**config.mk**
```make
export PLATFORM = sky130hd
export DESIGN_NAME = ternary_neuron_acc
export DESIGN_NICKNAME = d
export VERILOG_FILES = /design/src/rtl/tnn_pkg.sv /design/src/rtl/ternary_threshold.sv /design/src/rtl/ternary_neuron_acc.sv
export SDC_FILE = /design/constraint.sdc
export NUM_CORES = 1
export LEC_CHECK = 0
export ABC_AREA = 1
export CAP_MARGIN = 10
export CORE_MARGIN = 2
export CORE_UTILIZATION = 35
export CTS_BUF_LIST = sky130_fd_sc_hd__clkbuf_16
export CTS_CLUSTER_DIAMETER = 40
export DETAILED_ROUTE_END_ITERATION = 6
export SLEW_MARGIN = 10
export SYNTH_ARGS = -nofsm -noshare
export SYNTH_HDL_FRONTEND = slang
export SYNTH_SLANG_ARGS = --single-unit
```
**constraint.sdc**
```tcl
create_clock -name clk -period 4.5 [get_ports clk]
set_clock_uncertainty 0.15 [all_clocks]
set_input_delay 0.45 -clock clk [delete_from_list [all_inputs] [get_ports clk]]
set_output_delay 0.45 -clock clk [all_outputs]
set_load 0.01 [all_outputs]
```
**src/rtl/tnn_pkg.sv**
```systemverilog
// Shared definitions for the ternary neuron datapath: activation encoding,
// popcount saturation and accumulator sizing.
package tnn_pkg;

    typedef logic [1:0] act_t;

    localparam act_t ACT_POS  = 2'b01;
    localparam act_t ACT_ZERO = 2'b00;
    localparam act_t ACT_NEG  = 2'b11;

    localparam int POP_MAX = 8;

    // Popcounts come from 8-input units, so anything above 8 is saturated.
    function automatic logic [3:0] popcnt_clamp(input logic [31:0] cnt);
        logic [3:0] res;
        res = (cnt > 32'(POP_MAX)) ? 4'(POP_MAX) : cnt[3:0];
        return res;
    endfunction

    // Signed width that holds +/-8*max_chunks without wrapping.
    function automatic int acc_width(input int max_chunks);
        return $clog2(POP_MAX * max_chunks + 1) + 1;
    endfunction

endpackage

```
**src/rtl/ternary_threshold.sv**
```systemverilog
// Combinational ternary activation: compares a signed sum against an upper and
// a lower threshold; the upper threshold wins when the two overlap.
module ternary_threshold
    import tnn_pkg::*;
#(
    parameter int ACC_W = 9
) (
    input  logic [ACC_W-1:0] sum_i,
    input  logic [ACC_W-1:0] th_hi_i,
    input  logic [ACC_W-1:0] th_lo_i,
    output act_t             act_o
);

    always_comb begin
        act_o = ACT_ZERO;
        if ($signed(sum_i) >= $signed(th_hi_i)) begin
            act_o = ACT_POS;
        end else if ($signed(sum_i) <= $signed(th_lo_i)) begin
            act_o = ACT_NEG;
        end
    end

endmodule

```
**src/rtl/ternary_neuron_acc.sv**
```systemverilog
// Accumulates (pos - neg) popcount differences over the chunks of one neuron,
// then holds the thresholded ternary result until the consumer takes it.
module ternary_neuron_acc
    import tnn_pkg::*;
#(
    parameter int MAX_CHUNKS = 16,
    parameter int CNT_W      = 4,
    parameter int ACC_W      = acc_width(MAX_CHUNKS)
) (
    input  logic             clk,
    input  logic             rst_n,
    input  logic             in_valid,
    output logic             in_ready,
    input  logic             in_last,
    input  logic [CNT_W-1:0] pos_cnt,
    input  logic [CNT_W-1:0] neg_cnt,
    input  logic [ACC_W-1:0] th_hi,
    input  logic [ACC_W-1:0] th_lo,
    output logic             out_valid,
    input  logic             out_ready,
    output logic [1:0]       act,
    output logic [ACC_W-1:0] sum,
    output logic             ovf
);

    localparam int CHK_W = $clog2(MAX_CHUNKS + 1);

    typedef enum logic {
        ST_ACC  = 1'b0,
        ST_HOLD = 1'b1
    } state_t;

    state_t           state_q, state_d;
    logic [ACC_W-1:0] acc_q,   acc_d;
    logic [CHK_W-1:0] chk_q,   chk_d;
    logic [ACC_W-1:0] sum_q,   sum_d;
    act_t             act_q,   act_d;
    logic             ovf_q,   ovf_d;

    logic [3:0]       pos_c;
    logic [3:0]       neg_c;
    logic [ACC_W-1:0] diff;
    logic [ACC_W-1:0] total;
    act_t             total_act;
    logic             accept;
    logic             forced;

    assign pos_c = popcnt_clamp(32'(pos_cnt));
    assign neg_c = popcnt_clamp(32'(neg_cnt));

    // Zero-extend both clamped counts first so the subtraction yields the
    // correctly sign-extended difference in ACC_W bits.
    assign diff  = ACC_W'(pos_c) - ACC_W'(neg_c);
    assign total = acc_q + diff;

    assign accept = in_valid && (state_q == ST_ACC);
    assign forced = (chk_q == CHK_W'(MAX_CHUNKS - 1));

    ternary_threshold #(
        .ACC_W (ACC_W)
    ) u_threshold (
        .sum_i   (total),
        .th_hi_i (th_hi),
        .th_lo_i (th_lo),
        .act_o   (total_act)
    );

    always_comb begin
        state_d = state_q;
        acc_d   = acc_q;
        chk_d   = chk_q;
        sum_d   = sum_q;
        act_d   = act_q;
        ovf_d   = ovf_q;
        case (state_q)
            ST_ACC: begin
                if (accept) begin
                    if (in_last || forced) begin
                        sum_d   = total;
                        act_d   = total_act;
                        ovf_d   = forced && !in_last;
                        acc_d   = '0;
                        chk_d   = '0;
                        state_d = ST_HOLD;
                    end else begin
                        acc_d = total;
                        chk_d = chk_q + 1'b1;
                    end
                end
            end
            ST_HOLD: begin
                if (out_ready) begin
                    state_d = ST_ACC;
                end
            end
            default: begin
                state_d = ST_ACC;
            end
        endcase
    end

    always_ff @(posedge clk or negedge rst_n) begin
        if (!rst_n) begin
            state_q <= ST_ACC;
            acc_q   <= '0;
            chk_q   <= '0;
            sum_q   <= '0;
            act_q   <= ACT_ZERO;
            ovf_q   <= 1'b0;
        end else begin
            state_q <= state_d;
            acc_q   <= acc_d;
            chk_q   <= chk_d;
            sum_q   <= sum_d;
            act_q   <= act_d;
            ovf_q   <= ovf_d;
        end
    end

    // Both handshake flags are pure functions of the registered state.
    assign in_ready  = (state_q == ST_ACC);
    assign out_valid = (state_q == ST_HOLD);
    assign act       = act_q;
    assign sum       = sum_q;
    assign ovf       = ovf_q;

endmodule

```
Word-level counts from Yosys, hierarchy flattened
Index checks and enable logic that the tools add are counted.
- $add $sub $neg: 3
- magnitude comparators: 4
- equal/unequal tests: 1
- mux-type cells: 10
- bitwise gates (word level): 1
- reductions and logical operators: 6
- operators with widths (kind ; number):
    $add 9x9->9 ; 1
    $ge 9x9->1 ; 1
    $le 9x9->1 ; 1
    $mux 9 ; 1
    $gt 4x4->1 const B ; 2
    $mux 4 ; 2
    $add 5x1->5 const B ; 1
    $eq 5x4->1 const B ; 1
    $mux 5 ; 1
    $sub 4x4->5 ; 1
    $mux 2 ; 2
    $mux 1 ; 3
    $reduce_and 3->1 ; 1
    $logic_and 1x1->1 ; 2
    $pmux 1 s2 ; 1
    $reduce_and 2->1 ; 1
    $logic_not 1->1 ; 1
    $logic_or 1x1->1 ; 1
    $not 1->1 ; 1
- flip-flop bits (word level): 27
- input bits: 31
- output and inout port bits: 14
- logic and storage cells: 31

Depth between registers and ports, before layout
- depth in word-level cells: 7
- depth in mapped cells: 28

By module
From an unflattened synthesis, not the netlist that was laid out.
- cell total of the unflattened synthesis: 330
- area, all modules: 2351.0 sq um
- modules (own cells, without submodules) (module ; instances ; cells an instance ; area an instance (sq um) ; seq. area each (sq um)):
    ternary_neuron_acc ; 1 ; 228 ; 1741.7 ; 675.6
    ternary_threshold ; 1 ; 102 ; 609.3 ; 0.0

Least setup slack after synthesis
Ideal clock, no wire load.
- path type: input port to flip-flop
- start point: in pos_cnt[0]
- end point: reg act_q[1], in the netlist act[1]
- library setup time: 117 ps
- arrival time: 3480 ps
- required time: 4233 ps
- slack: 752 ps
- cell stages on the path: 25
- buffers on the path: 0
- cells stage by stage: nor2_1 > nand2_1 > nand2_1 > nand2_1 > ha_1 > fa_1 > nand3b_1 > nand2_2 > inv_1 > ha_1 > a21oi_1 > nand2_2 > nand2_2 > nand3_1 > and2_1 > ha_1 > nand2_1 > nor2_1 > nand3_1 > nand3_1 > nand2_1 > nand2_1 > inv_1 > nand3_1 > nand2_1
- cells in the longest elaborated chain, start to end: 7
- elaborated cells on any way between the ends: 8
- RTL lines (element ; line ; RTL):
    start, declared ; ternary_neuron_acc.sv:15 ; input logic [CNT_W-1:0] pos_cnt,
    $gt 4x4->1 ; tnn_pkg.sv:16 ; res = (cnt > 32'(POP_MAX)) ? 4'(POP_MAX) : cnt[3:0];
    $mux 4 * ; tnn_pkg.sv:16 ;
    $sub 4x4->5 * ; ternary_neuron_acc.sv:53 ; assign diff = ACC_W'(pos_c) - ACC_W'(neg_c);
    $add 9x9->9 * ; ternary_neuron_acc.sv:54 ; assign total = acc_q + diff;
    via total[8] ; ternary_neuron_acc.sv:43 ; logic [ACC_W-1:0] total;
    $le 9x9->1 ; ternary_threshold.sv:18 ; end else if ($signed(sum_i) <= $signed(th_lo_i)) begin
    $mux 2 ; ternary_threshold.sv:18 ;
    $mux 2 * ; ternary_threshold.sv:16 ; if ($signed(sum_i) >= $signed(th_hi_i)) begin
    end signal, assigned ; ternary_neuron_acc.sv:115 ; act_q <= act_d;
    end, declared ; ternary_neuron_acc.sv:37 ; act_t act_q, act_d;
Mark *: on every way through the listed nets, which the timed path passes. The rest lies on a longest branch.
A chain may end at the register's enable or synchronous reset.

Worst setup path after layout
- start point: in pos_cnt[0]
- end point: reg act_q[0], in the netlist act[0]
Same word-level chain as after synthesis.

==> summary.txt <==
outcome - complete, no violations
VDD IR max - 0.2309 mV
worst reg2reg setup slack - 1.42 ns
top cell type's share of synthesized area - 30.68%
post-DR wirelength/cell - 11.37 µm
Synth Flop Type - dfrtp_1
Largest stage delay, worst path - 0.42 ns
fillcell total - 592
Crit Path Class - primary input to register
Final period util - 93.28%
slew at the pin with the worst max-slew slack - 0.4331 ns
CP most frequent cell - nand2_1
dpl ws - -0.003158 ns
Req. time, crit path - 4.50 ns
placed cell area - 2756 µm²
Starting Density - 36.76%
DRC violations left - 0
GRT overflow - 0
Core Area - 5991 µm²
CP arrival - 4.20 ns
overall power - 1.724 mW
Clk Latency, worst-skew pair - 0.26 ns
crit path max-delay cell type - clkdlybuf4s50_1
reg2reg path depth - 17
vias in the first global route - 1899
estimated wirelength of the detail-placed design - 3.940 mm
# setup viols final - 0
ANT cells - 0
layout cell share with drive strength beyond 1 - 7.246%
Max Slew Vio Count - 0
Crit. Startpoint - pos_cnt[0]
startpoint types - primary input
CP endpoint kind - register
Reg-to-Reg End - act[0]$_DFFE_PN0P_
nets@finish - 412
Seq/Total Area, Yosys - 30.68%
Post-synth EDFFs - 0
Post-Syn Instances - 295
RSZ-0062 raised after global routing - false
Mean Syn Cell Area - 7.465 µm²
routed vias/inst - 4.581
Yosys top cell by area - dfrtp_1
fraction of registers with async set or reset after synthesis - 100.0%
DR iter-0 viols - 62
Placed Instances - 416
PwrDens - 607.7 nW/µm²
Root Buffer - clkbuf_16
end point of the critical path - act[0]$_DFFE_PN0P_
port buffer count - 44
final non-filler cell total - 420
DR vias - 1924
clk sink count - 27
Site Rows - 28
WHS - 0.3348 ns
post-layout min period - 4.198 ns
final WL - 4.775 mm
CTS buffer count - 3
GRT Resource Usage Total - 14.61%
full die area - 6942 µm²
top post-synthesis cells by area - dfrtp_1, ha_1, nand2_1, inv_1, nand3_1
die height - 83.32 µm
Die Wd - 83.32 µm
Synth top cells by count - nand2_1, inv_1, ha_1
netlist area before placement - 2202 µm²
H-tree levels - 1
CTS tree - yes
Syn. warnings - 0
Detailed Routing Iterations Pass 1 - 5
GPL Wtd Cong - 0.8984
max-cap violation count - 0
Ports - 45
worst-case clock buffer depth - 2
FF-to-FF Start - acc_q[0]$_DFFE_PN0P_
final instance area - 2838 µm²
Seq cells post-synth - 27
largest net degree at the start of global routing - 28
Final Hold Vio Count - 0
hold crit path type - register to register
Area Growth Syn to Fin - 28.86%
Worst-path clk slew - 0.06 ns
Routed Antenna Nets - 0
most frequent cell after synthesis - nand2_1
final setup margin - 0.3024 ns
Post-Syn Nets - 361
Max FO, Critical Path - 5
synth unique cells - 26
global-route wire length before repair - 8.480 mm
Rel. slew slack - 71.03%
Fmax - 0.2382 GHz
antenna violations before repair - 0
LEAKAGE - 1.546 nW
-- critical path: cells and delay by family --
kind | cells | cell delay [ns]
fa+ha+maj | 4 | 1.34
simple gates | 20 | 1.84
buf+inv | 3 | 0.55
-- how the worst min path moves through the flow --
stage | startpoint | cells past startpoint | slack, ns | to
2_1_floorplan | rst_n | 0 | 0.004 | acc_q[0]$_DFFE_PN0P_
3_3_place_gp | sum[6]$_DFFE_PN0P_ | 2 | 0.32 | sum[6]$_DFFE_PN0P_
3_5_place_dp | act[1]$_DFFE_PN0P_ | 2 | 0.32 | act[1]$_DFFE_PN0P_
4_1_cts | act[1]$_DFFE_PN0P_ | 2 | 0.34 | act[1]$_DFFE_PN0P_
5_1_grt | act[1]$_DFFE_PN0P_ | 2 | 0.34 | act[1]$_DFFE_PN0P_
6_report | sum[6]$_DFFE_PN0P_ | 2 | 0.33 | sum[6]$_DFFE_PN0P_
-- metal layers --
layer	routed length (µm)	vias up	track usage, %
li1	-	1023	-
met1	2223	863	19.10
met2	2350	34	25.59
met3	153	4	2.883
met4	48	0	1.937
met5	0	-	0
-- layout make-up --
type                    count  area, µm²  area share (%)
multi-input cells         209       1305           45.99
inverters                  57      214.0           7.540
clock inverters             1      3.754          0.1323
flip-flops and latches     27      675.6           23.81
well taps                  75      93.84           3.307
clock buffers               3      75.07           2.646
repair buffers             48      470.5           16.58
-- placed cells by master, fill, tap and decap left out, types with 2 or more instances in the layout --
master and count:
inv_2 2, fa_1 2, and2_1 2, nand4_1 4, ha_1 32, inv_1 55
clkdlybuf4s50_1 44, clkbuf_16 3, buf_4 4, nor2_1 16, xnor2_1 2, xor2_1 3
nand3b_1 2, a22o_1 2, nand2_2 8, dfrtp_1 27, nand2_1 86, a21oi_2 2
a21oi_1 13, xor2_2 2, nand3_1 14, o21ai_0 13
-- power by group --
part	total (mW)	internal (mW)	switching, mW
Clock	0.195	0.119	0.0764
Sequential	0.395	0.335	0.0601
Combinational	1.13	0.495	0.639
-- cell families after synthesis --
group / count (synthesis) / share of synthesized area [%]
xor gates and xnor gates: 8 / 4.205
and+or+nand+nor: 134 / 26.25
DFF: 27 / 30.68
AOI/OAI and AO/OA: 32 / 8.125
adders and majority gates: 35 / 20.57
buffers and inverters: 59 / 10.17
-- state kept, by name (all words and copies together) (netlist names) --
| name | flops |
|---|---|
| out_valid | 1 |
| acc_q | 9 |
| ovf | 1 |
| act | 2 |
| chk_q | 5 |
| sum | 9 |
-- per-stage QoR --
step	utilization [%]	setup TNS, ns
global placement	46.01	0
detailed placement	46.01	-0.003158
floorplan	-	0
global route	47.37	0
CTS	47.33	0
finish	47.37	0
-- timing repair --
action                     4_1_cts  5_1_grt
setup endpoints to repair        0        2
gates resized for setup          0        1
setup buffers                    0        0
hold buffers                     0        0
Note: power is estimated with default switching activity, not from simulation.
